## config.mk

```make
export PLATFORM = sky130hd
export DESIGN_NAME = alu_seq
export DESIGN_NICKNAME = d
export VERILOG_FILES = /design/src/rtl/alu_seq.sv
export SDC_FILE = /design/constraint.sdc
export NUM_CORES = 1
export LEC_CHECK = 0
export ABC_AREA = 1
export CORE_MARGIN = 1
export CORE_UTILIZATION = 55
export DETAILED_ROUTE_END_ITERATION = 10
export HOLD_SLACK_MARGIN = 0.1
export PLACE_DENSITY = 0.74
export SETUP_SLACK_MARGIN = 0.15
export SYNTH_ARGS = -nofsm -noshare
export SYNTH_HDL_FRONTEND = slang
export SYNTH_SLANG_ARGS = --single-unit
```

## constraint.sdc

```tcl
create_clock -name clk -period 3.4 [get_ports clk]
set_input_delay 0.34 -clock clk [delete_from_list [all_inputs] [get_ports clk]]
set_output_delay 0.34 -clock clk [all_outputs]
set_load 0.02 [all_outputs]
```

## src/rtl/alu_seq.sv

```systemverilog
// Registered MIPS-style ALU with valid/ready handshake and an iterative shift-add multiplier.
// Single-cycle ops land in the output register on the accept edge; MUL takes WIDTH extra edges.
module alu_seq #(
    parameter int WIDTH   = 16,
    parameter int SHAMT_W = $clog2(WIDTH)
) (
    input  logic             clk,
    input  logic             rst_n,
    input  logic             in_valid,
    output logic             in_ready,
    input  logic [3:0]       op,
    input  logic [WIDTH-1:0] a,
    input  logic [WIDTH-1:0] b,
    output logic             out_valid,
    input  logic             out_ready,
    output logic [WIDTH-1:0] result,
    output logic [WIDTH-1:0] result_hi,
    output logic             zero,
    output logic             overflow,
    output logic             carry,
    output logic             illegal
);

    localparam logic [3:0] OP_AND = 4'b0000;
    localparam logic [3:0] OP_OR  = 4'b0001;
    localparam logic [3:0] OP_ADD = 4'b0010;
    localparam logic [3:0] OP_SUB = 4'b0110;
    localparam logic [3:0] OP_SLT = 4'b0111;
    localparam logic [3:0] OP_NOR = 4'b1100;
    localparam logic [3:0] OP_SLL = 4'b1000;
    localparam logic [3:0] OP_SRL = 4'b1001;
    localparam logic [3:0] OP_SRA = 4'b1011;
    localparam logic [3:0] OP_MUL = 4'b1010;

    typedef enum logic [1:0] {S_IDLE, S_MUL, S_HOLD} state_t;

    typedef struct packed {
        logic [WIDTH-1:0] res;
        logic             ov;
        logic             cy;
        logic             ill;
    } alu_rsp_t;

    state_t             state;
    alu_rsp_t           rsp;
    logic               sub_op;
    logic [WIDTH-1:0]   b_eff;
    logic [WIDTH:0]     sum_full;
    logic [WIDTH-1:0]   sum;
    logic               add_ov;
    logic [SHAMT_W-1:0] shamt;
    logic               accept;

    logic [2*WIDTH-1:0] mcand;
    logic [2*WIDTH-1:0] acc;
    logic [2*WIDTH-1:0] acc_nxt;
    logic [WIDTH-1:0]   mplier;
    logic [SHAMT_W-1:0] cnt;

    assign in_ready = (state == S_IDLE) | ((state == S_HOLD) & out_ready);
    assign accept   = in_valid & in_ready;

    // SLT shares the subtractor so its sign test sees the true overflow
    assign sub_op   = (op == OP_SUB) | (op == OP_SLT);
    assign b_eff    = sub_op ? ~b : b;
    assign sum_full = {1'b0, a} + {1'b0, b_eff} + {{WIDTH{1'b0}}, sub_op};
    assign sum      = sum_full[WIDTH-1:0];
    assign add_ov   = (a[WIDTH-1] == b_eff[WIDTH-1]) & (sum[WIDTH-1] != a[WIDTH-1]);
    assign shamt    = b[SHAMT_W-1:0];
    assign acc_nxt  = acc + (mplier[0] ? mcand : '0);

    always_comb begin
        rsp = '0;
        case (op)
            OP_AND: rsp.res = a & b;
            OP_OR:  rsp.res = a | b;
            OP_ADD: begin
                rsp.res = sum;
                rsp.ov  = add_ov;
                rsp.cy  = sum_full[WIDTH];
            end
            OP_SUB: begin
                rsp.res = sum;
                rsp.ov  = add_ov;
                rsp.cy  = sum_full[WIDTH];
            end
            OP_SLT: rsp.res = {{(WIDTH-1){1'b0}}, sum[WIDTH-1] ^ add_ov};
            OP_NOR: rsp.res = ~(a | b);
            OP_SLL: rsp.res = a << shamt;
            OP_SRL: rsp.res = a >> shamt;
            OP_SRA: rsp.res = $unsigned($signed(a) >>> shamt);
            OP_MUL: rsp.res = '0;
            default: rsp.ill = 1'b1;
        endcase
    end

    always_ff @(posedge clk or negedge rst_n) begin
        if (!rst_n) begin
            state     <= S_IDLE;
            out_valid <= 1'b0;
            result    <= '0;
            result_hi <= '0;
            zero      <= 1'b0;
            overflow  <= 1'b0;
            carry     <= 1'b0;
            illegal   <= 1'b0;
            mcand     <= '0;
            acc       <= '0;
            mplier    <= '0;
            cnt       <= '0;
        end else begin
            case (state)
                S_MUL: begin
                    acc    <= acc_nxt;
                    mcand  <= {mcand[2*WIDTH-2:0], 1'b0};
                    mplier <= {1'b0, mplier[WIDTH-1:1]};
                    cnt    <= cnt + 1'b1;
                    if (cnt == SHAMT_W'(WIDTH-1)) begin
                        state     <= S_HOLD;
                        out_valid <= 1'b1;
                        result    <= acc_nxt[WIDTH-1:0];
                        result_hi <= acc_nxt[2*WIDTH-1:WIDTH];
                        zero      <= (acc_nxt[WIDTH-1:0] == '0);
                        overflow  <= 1'b0;
                        carry     <= 1'b0;
                        illegal   <= 1'b0;
                    end
                end
                default: begin
                    if (accept) begin
                        if (op == OP_MUL) begin
                            // output register keeps the old result until the product is loaded
                            state     <= S_MUL;
                            out_valid <= 1'b0;
                            cnt       <= '0;
                            acc       <= '0;
                            mcand     <= {{WIDTH{1'b0}}, a};
                            mplier    <= b;
                        end else begin
                            state     <= S_HOLD;
                            out_valid <= 1'b1;
                            result    <= rsp.res;
                            result_hi <= '0;
                            zero      <= (rsp.res == '0) & ~rsp.ill;
                            overflow  <= rsp.ov;
                            carry     <= rsp.cy;
                            illegal   <= rsp.ill;
                        end
                    end else if ((state == S_HOLD) && out_ready) begin
                        state     <= S_IDLE;
                        out_valid <= 1'b0;
                    end
                end
            endcase
        end
    end

endmodule
```

* Word level (Yosys, flattened, before mapping) *
Index checks and enable logic that the tools add are counted.

storage, ports and cells
  register bits = 123
  input bits = 40
  logic and storage cells = 108
  output and inout bits = 38

operators by class
  reduce and logical (&&, ||, !) cells = 13
  muxes and demuxes = 49
  add/sub/neg operators = 4
  bitwise gates (word level) = 11
  shift operators = 3
  equality and inequality tests = 16

operator list
  operator                                       count
  two-way mux 32 bit                             7
  two-way mux 16 bit                             12
  case mux 16 bit (8 select lines)               1
  adder 32 bit                                   1
  logical NOT 16 bit                             2
  NOT 16 bit                                     2
  == test 4 bit, second input constant           6
  two-way mux 1 bit                              20
  adder 16 x 16 -> 17 bit                        1
  adder 17 x 1 -> 17 bit                         1
  bitwise AND 16 bit                             1
  OR 16 bit                                      1
  left shift 16 x 4 -> 16 bit                    1
  >> shifter 16 x 4 -> 16 bit                    1
  >>> shifter 16 x 4 -> 16 bit                   1
  two-way mux 2 bit                              6
  two-way mux 4 bit                              3
  OR reduction 10 bit                            1
  == test 4 x 3 -> 1 bit, second input constant  2
  adder 4 x 1 -> 4 bit, second input constant    1
  bitwise AND 1 bit                              4
  == test 4 x 1 -> 1 bit, second input constant  1
  == test 4 x 2 -> 1 bit, second input constant  1
  logical NOT 4 bit                              1
  other kinds (15)                               18

* Depth between registers and ports, before layout *
  depth in word-level cells = 14
  mapped depth = 20
  depth with buffers taken out = 19

* Worst setup path after synthesis *
Ideal clock, no wire load.

  path type = input to register
  start point = input op[3]
  end point = register zero
  arrival = 2.652 ns
  slack = 0.671 ns
  path buffers = 2
  cell stages on the path = 18
  setup time = 0.077 ns
  data required time = 3.323 ns
  path through = buf_4 -> nor2_8 -> buf_2 -> xnor2_1 -> inv_1 -> ha_1 -> nand2_1 -> nor2_1 -> inv_1 -> nor4_1 -> nand2_2 -> nand2_2 -> nand2_2 -> a21oi_2 -> nand3_1 -> nor2_1 -> nand3_1 -> a21oi_1

on the way
  longest elaborated chain between the ends = 14
  elaborated cells between the ends (all ways) = 28
  classes of those cells = 2 x add/sub; 12 x eq/ne; 5 x mux; 4 x bitwise; 5 x reduce/logical

RTL lines
  element                           RTL line  text
  from (decl)                       11        input logic [3:0] op,
  == test 4 x 3 -> 1 bit            64, 74
  OR 1 bit                          64        assign sub_op = (op == OP_SUB) | (op == OP_SLT);
  two-way mux 16 bit                65        assign b_eff = sub_op ? ~b : b;
  adder 16 x 16 -> 17 bit           66        assign sum_full = {1'b0, a} + {1'b0, b_eff} + {{WIDTH{1'b0}}, sub_op};
  adder 17 x 1 -> 17 bit            66
  inequality test 1 bit             68        assign add_ov = (a[WIDTH-1] == b_eff[WIDTH-1]) & (sum[WIDTH-1] != a[WIDTH-1]);
  bitwise AND 1 bit                 68
  XOR 1 bit                         87        OP_SLT: rsp.res = {{(WIDTH-1){1'b0}}, sum[WIDTH-1] ^ add_ov};
  case mux 16 bit (8 select lines)  74        case (op)
  logical NOT 16 bit                144       zero <= (rsp.res == '0) & ~rsp.ill;
  bitwise AND 1 bit                 144
  two-way mux 1 bit                 131       if (op == OP_MUL) begin
  two-way mux 1 bit                 130       if (accept) begin
  two-way mux 1 bit                 112       case (state)
  to (signal assigned)              123       zero <= (acc_nxt[WIDTH-1:0] == '0);
  to (signal assigned)              144
  to (decl)                         18        output logic zero,

Several ways; a longest one is shown, not always the timed one. The select of a mux whose other input is x is not followed.
A chain may end at the register's enable or synchronous reset.

* Worst setup path in the final report *
  start point = input op[2]
  end point = register result[11]

on the way
  longest elaborated chain between the ends = 9
  elaborated cells between the ends (all ways) = 21
  classes of those cells = 2 x add/sub; 10 x eq/ne; 5 x mux; 1 x bitwise; 3 x reduce/logical

RTL lines
  element                           RTL line  text
  == test 4 x 3 -> 1 bit            64, 74
  OR 1 bit                          64
  two-way mux 16 bit                65
  adder 16 x 16 -> 17 bit           66
  adder 17 x 1 -> 17 bit            66
  case mux 16 bit (8 select lines)  74
  two-way mux 16 bit                131
  two-way mux 16 bit                130
  two-way mux 16 bit                112
  to (signal assigned)              121       result <= acc_nxt[WIDTH-1:0];
  to (signal assigned)              142       result <= rsp.res;
  to (decl)                         16        output logic [WIDTH-1:0] result,

Several ways; a longest one is shown, not always the timed one. The select of a mux whose other input is x is not followed.

==> out/results.ini <==
[outcome]
outcome=finished, final reports clean

[placed_design]
dpl_cell_area_um2=11400
placed_cells_incl_taps=1873
portBuffers=77
gp_congestion=1.06
dp_hpwl_um=26000

[run]
maxCapViolCount=0

[timing]
slew_headroom_pct=53.6
tightest_slew_ns=0.696
rsz0062_at_grt=no
drv_slew=0
period_needed_ns=3.11
period_share_pct=91.6
fin_skew_ns=0.0174
fmax_mhz=321
setup_viol=0
hold_viol=0

[synth]
synth-edff-count=0
yosys_warnings=0
ys_seq_elements=122
synth.distinct_cells=48
synth_common_cells=nand2_1, inv_1, nand3_1
yosys.area.top_type=dfrtp_1
synth.area.top_cells=dfrtp_1, nand2_1, nand3_1
ys_seq_area_share_pct=30.4
yosysMostFrequentCell=nand2_1
syn_area_per_cell_um2=6.45
synthesis.nets=1652
ys_async_sr_fraction_pct=100
synthFlopType=dfrtp_1
synthCells=1560
synthesis.area_um2=10100
yosys.area.top_type_share_pct=30.4

[worst_setup_path]
critical_path.slowest_cell=clkdlybuf4s50_1
required_ns=3.69
crit_type=in2reg
timing.rr.start=mplier[0]
startpoint=op[2]
cp_slowest_stage_delay_ns=0.53
cp_top_family=buffers and inverters
critPathArrivalTime_ns=3.41
crit_fanout=7
cp_cell_sequence=clkdlybuf4s50_1 > nand2_2 > nor2_8 > buf_12 > xnor2_1 > inv_1 > ha_1 > a21oi_1 > buf_4 > nand2_1 > a21oi_1 > nand3_1 > nand2_1 > nor2_1 > o21ai_0 > buf_4 > a31oi_1
worst-path-buf-inv=5
cp-start-kind=input pin
end_kind=flop

[floorplan]
row_count=49
core-area_um2=18000
die_y_um=137
dieArea_um2=18800
io_pins=78
start_util_pct=56.0
die_w_um=137

[global_routing]
gr-total-overflow=0
grt_use_total_pct=37.3
grt_pass1_wl_um=52800
top_usage_layer=met2
use_met3_pct=6.29
antenna_found_initial=1
grt_pass1_vias=10297
grt_max_degree=70
grt_use_met2_pct=62.3
grtUsageMet1_pct=45.2

[finish]
drive_gt1_share_pct=8.05
fin_nets=1756
stdcell_count=1907
finalInstanceArea_um2=12100
areaGrowthSynthToFinish_pct=20.2

[power]
p_per_area_nw_per_um2=704
ir_drop_uv=673
p_leak_uw=0.00622

[drt]
ant_nets=0
vias_per_cell=5.74
via_count=10952
drc=0
wirelength_um=33900
dr.pass1.iters=6
first_iter_violations=891
drt-wirelength-per-cell_um=17.8

[clock_tree]
cts_sinks=122
clk_pin_slew_worst_paths_ns=0.07
clk_latency_ns=0.43
cts_setup_buffers=0
clockBufferDepth=2
htreeDepth=4
cts_tree=done
root_buffer=clkbuf_16
numCtsBuffers=17

[hold_path]
min_path_type=in2async

-- cells by family (layout without fill, tap and decap cells) --
family / after synthesis / after routing / synth area share, %
buf+inv: 240 / 357 / 9.23
other cells: 0 / 1 / 0
fa+ha+maj: 52 / 52 / 6.62
flops: 122 / 122 / 30.4
xor+xnor: 31 / 31 / 2.70
simple gates: 817 / 817 / 34.0
compound gates: 298 / 298 / 17.1
-- worst register-to-register path, delay by kind of cell, from the launching register on --
kind | cells | cell delay, ns
buffers and inverters | 1 | 0.04
DFF | 1 | 0.49
adders and majority gates | 2 | 0.62
AOI/OAI and AO/OA | 3 | 0.64
and+or+nand+nor | 11 | 1.10
-- sequential cells by signal, indices dropped and copies added, names as in the netlist --
register	flops
acc	32
carry	1
cnt	4
illegal	1
mcand	32
mplier	16
out_valid	1
overflow	1
result	16
result_hi	16
state	1
zero	1
-- cells in the final DEF (no fill, tap or decap), types with 3 or more instances in the layout --
master | Yosys | routed
nand2_1 | 479 | 479
inv_1 | 176 | 175
nand3_1 | 140 | 139
nor2_1 | 134 | 133
dfrtp_1 | 122 | 121
o21ai_0 | 117 | 117
a21oi_1 | 78 | 76
clkdlybuf4s50_1 | 0 | 75
buf_4 | 1 | 65
ha_1 | 50 | 50
o211ai_1 | 32 | 32
o22ai_1 | 17 | 17
clkbuf_16 | 0 | 17
nor3_1 | 17 | 16
xor2_1 | 16 | 15
xnor2_1 | 15 | 15
a31oi_1 | 15 | 15
or2_2 | 11 | 11
nand4_1 | 10 | 10
nand2_2 | 9 | 9
nand3b_1 | 8 | 8
a21o_1 | 6 | 6
a211oi_1 | 6 | 6
inv_2 | 3 | 4
o221ai_1 | 4 | 4
bufinv_16 | 0 | 4
o21ai_1 | 3 | 3
o21bai_1 | 3 | 3
a21oi_2 | 1 | 3
o2111ai_1 | 3 | 3
inv_6 | 0 | 3
clkinv_4 | 0 | 3
buf_12 | 0 | 3
-- final cells by class --
cell class,instances,area [µm²]
diodes,1,2.50
clock buffers,20,457
clock inverters,12,188
fillers,1669,5870
inverters,180,676
multi-input cells,1198,6110
flip-flops and latches,122,3050
well taps,229,287
repair buffers,145,1320
-- metrics by stage --
stage	utilization (%)	total power (µW)	worst slack (ns)	hold slack [ns]	TNS, ns
finish	67.3	8520	0.285	0.479	0
global route	67.3	9180	0.132	0.508	0
global placement	63.5	6320	-0.0308	0.398	-0.0308
floorplan	-	5200	0.671	0.0444	0
CTS	67.2	8460	0.340	0.486	0
detailed placement	63.5	6390	-0.0390	0.407	-0.0426
-- routing by layer --
metal,part of all wire [%],vias to the layer above
met5,0,-
met4,5.8,0
met3,6.0,112
met2,47,442
met1,41,5044
li1,-,5354
-- repair_timing --
action / in CTS / in global routing
resized for setup: 0 / 7
hold endpoints to repair: 46 / 0
hold buffers: 1 / 0
endpoints found under the setup margin: 0 / 9
-- final timing paths --
path | end | slack (ns) | cells past startpoint
setup / recovery | result[11] | 0.29 | 17
hold / removal | acc[6] | 0.48 | 2
setup reg to reg | result_hi[8] | 0.44 | 17
hold reg to reg | result_hi[4] | 0.48 | 2
max in group asynchronous | acc[20] | 2.09 | 3
min in group clk | result_hi[4] | 0.48 | 2
-- power by group --
group,switching [µW],leakage (µW),internal (µW)
registers,333,0.00153,1980
logic,2680,0.00438,1520
clock network,728,0.000308,1280
total,3740,0.00622,4780
Power figures use the tool's default switching activity.
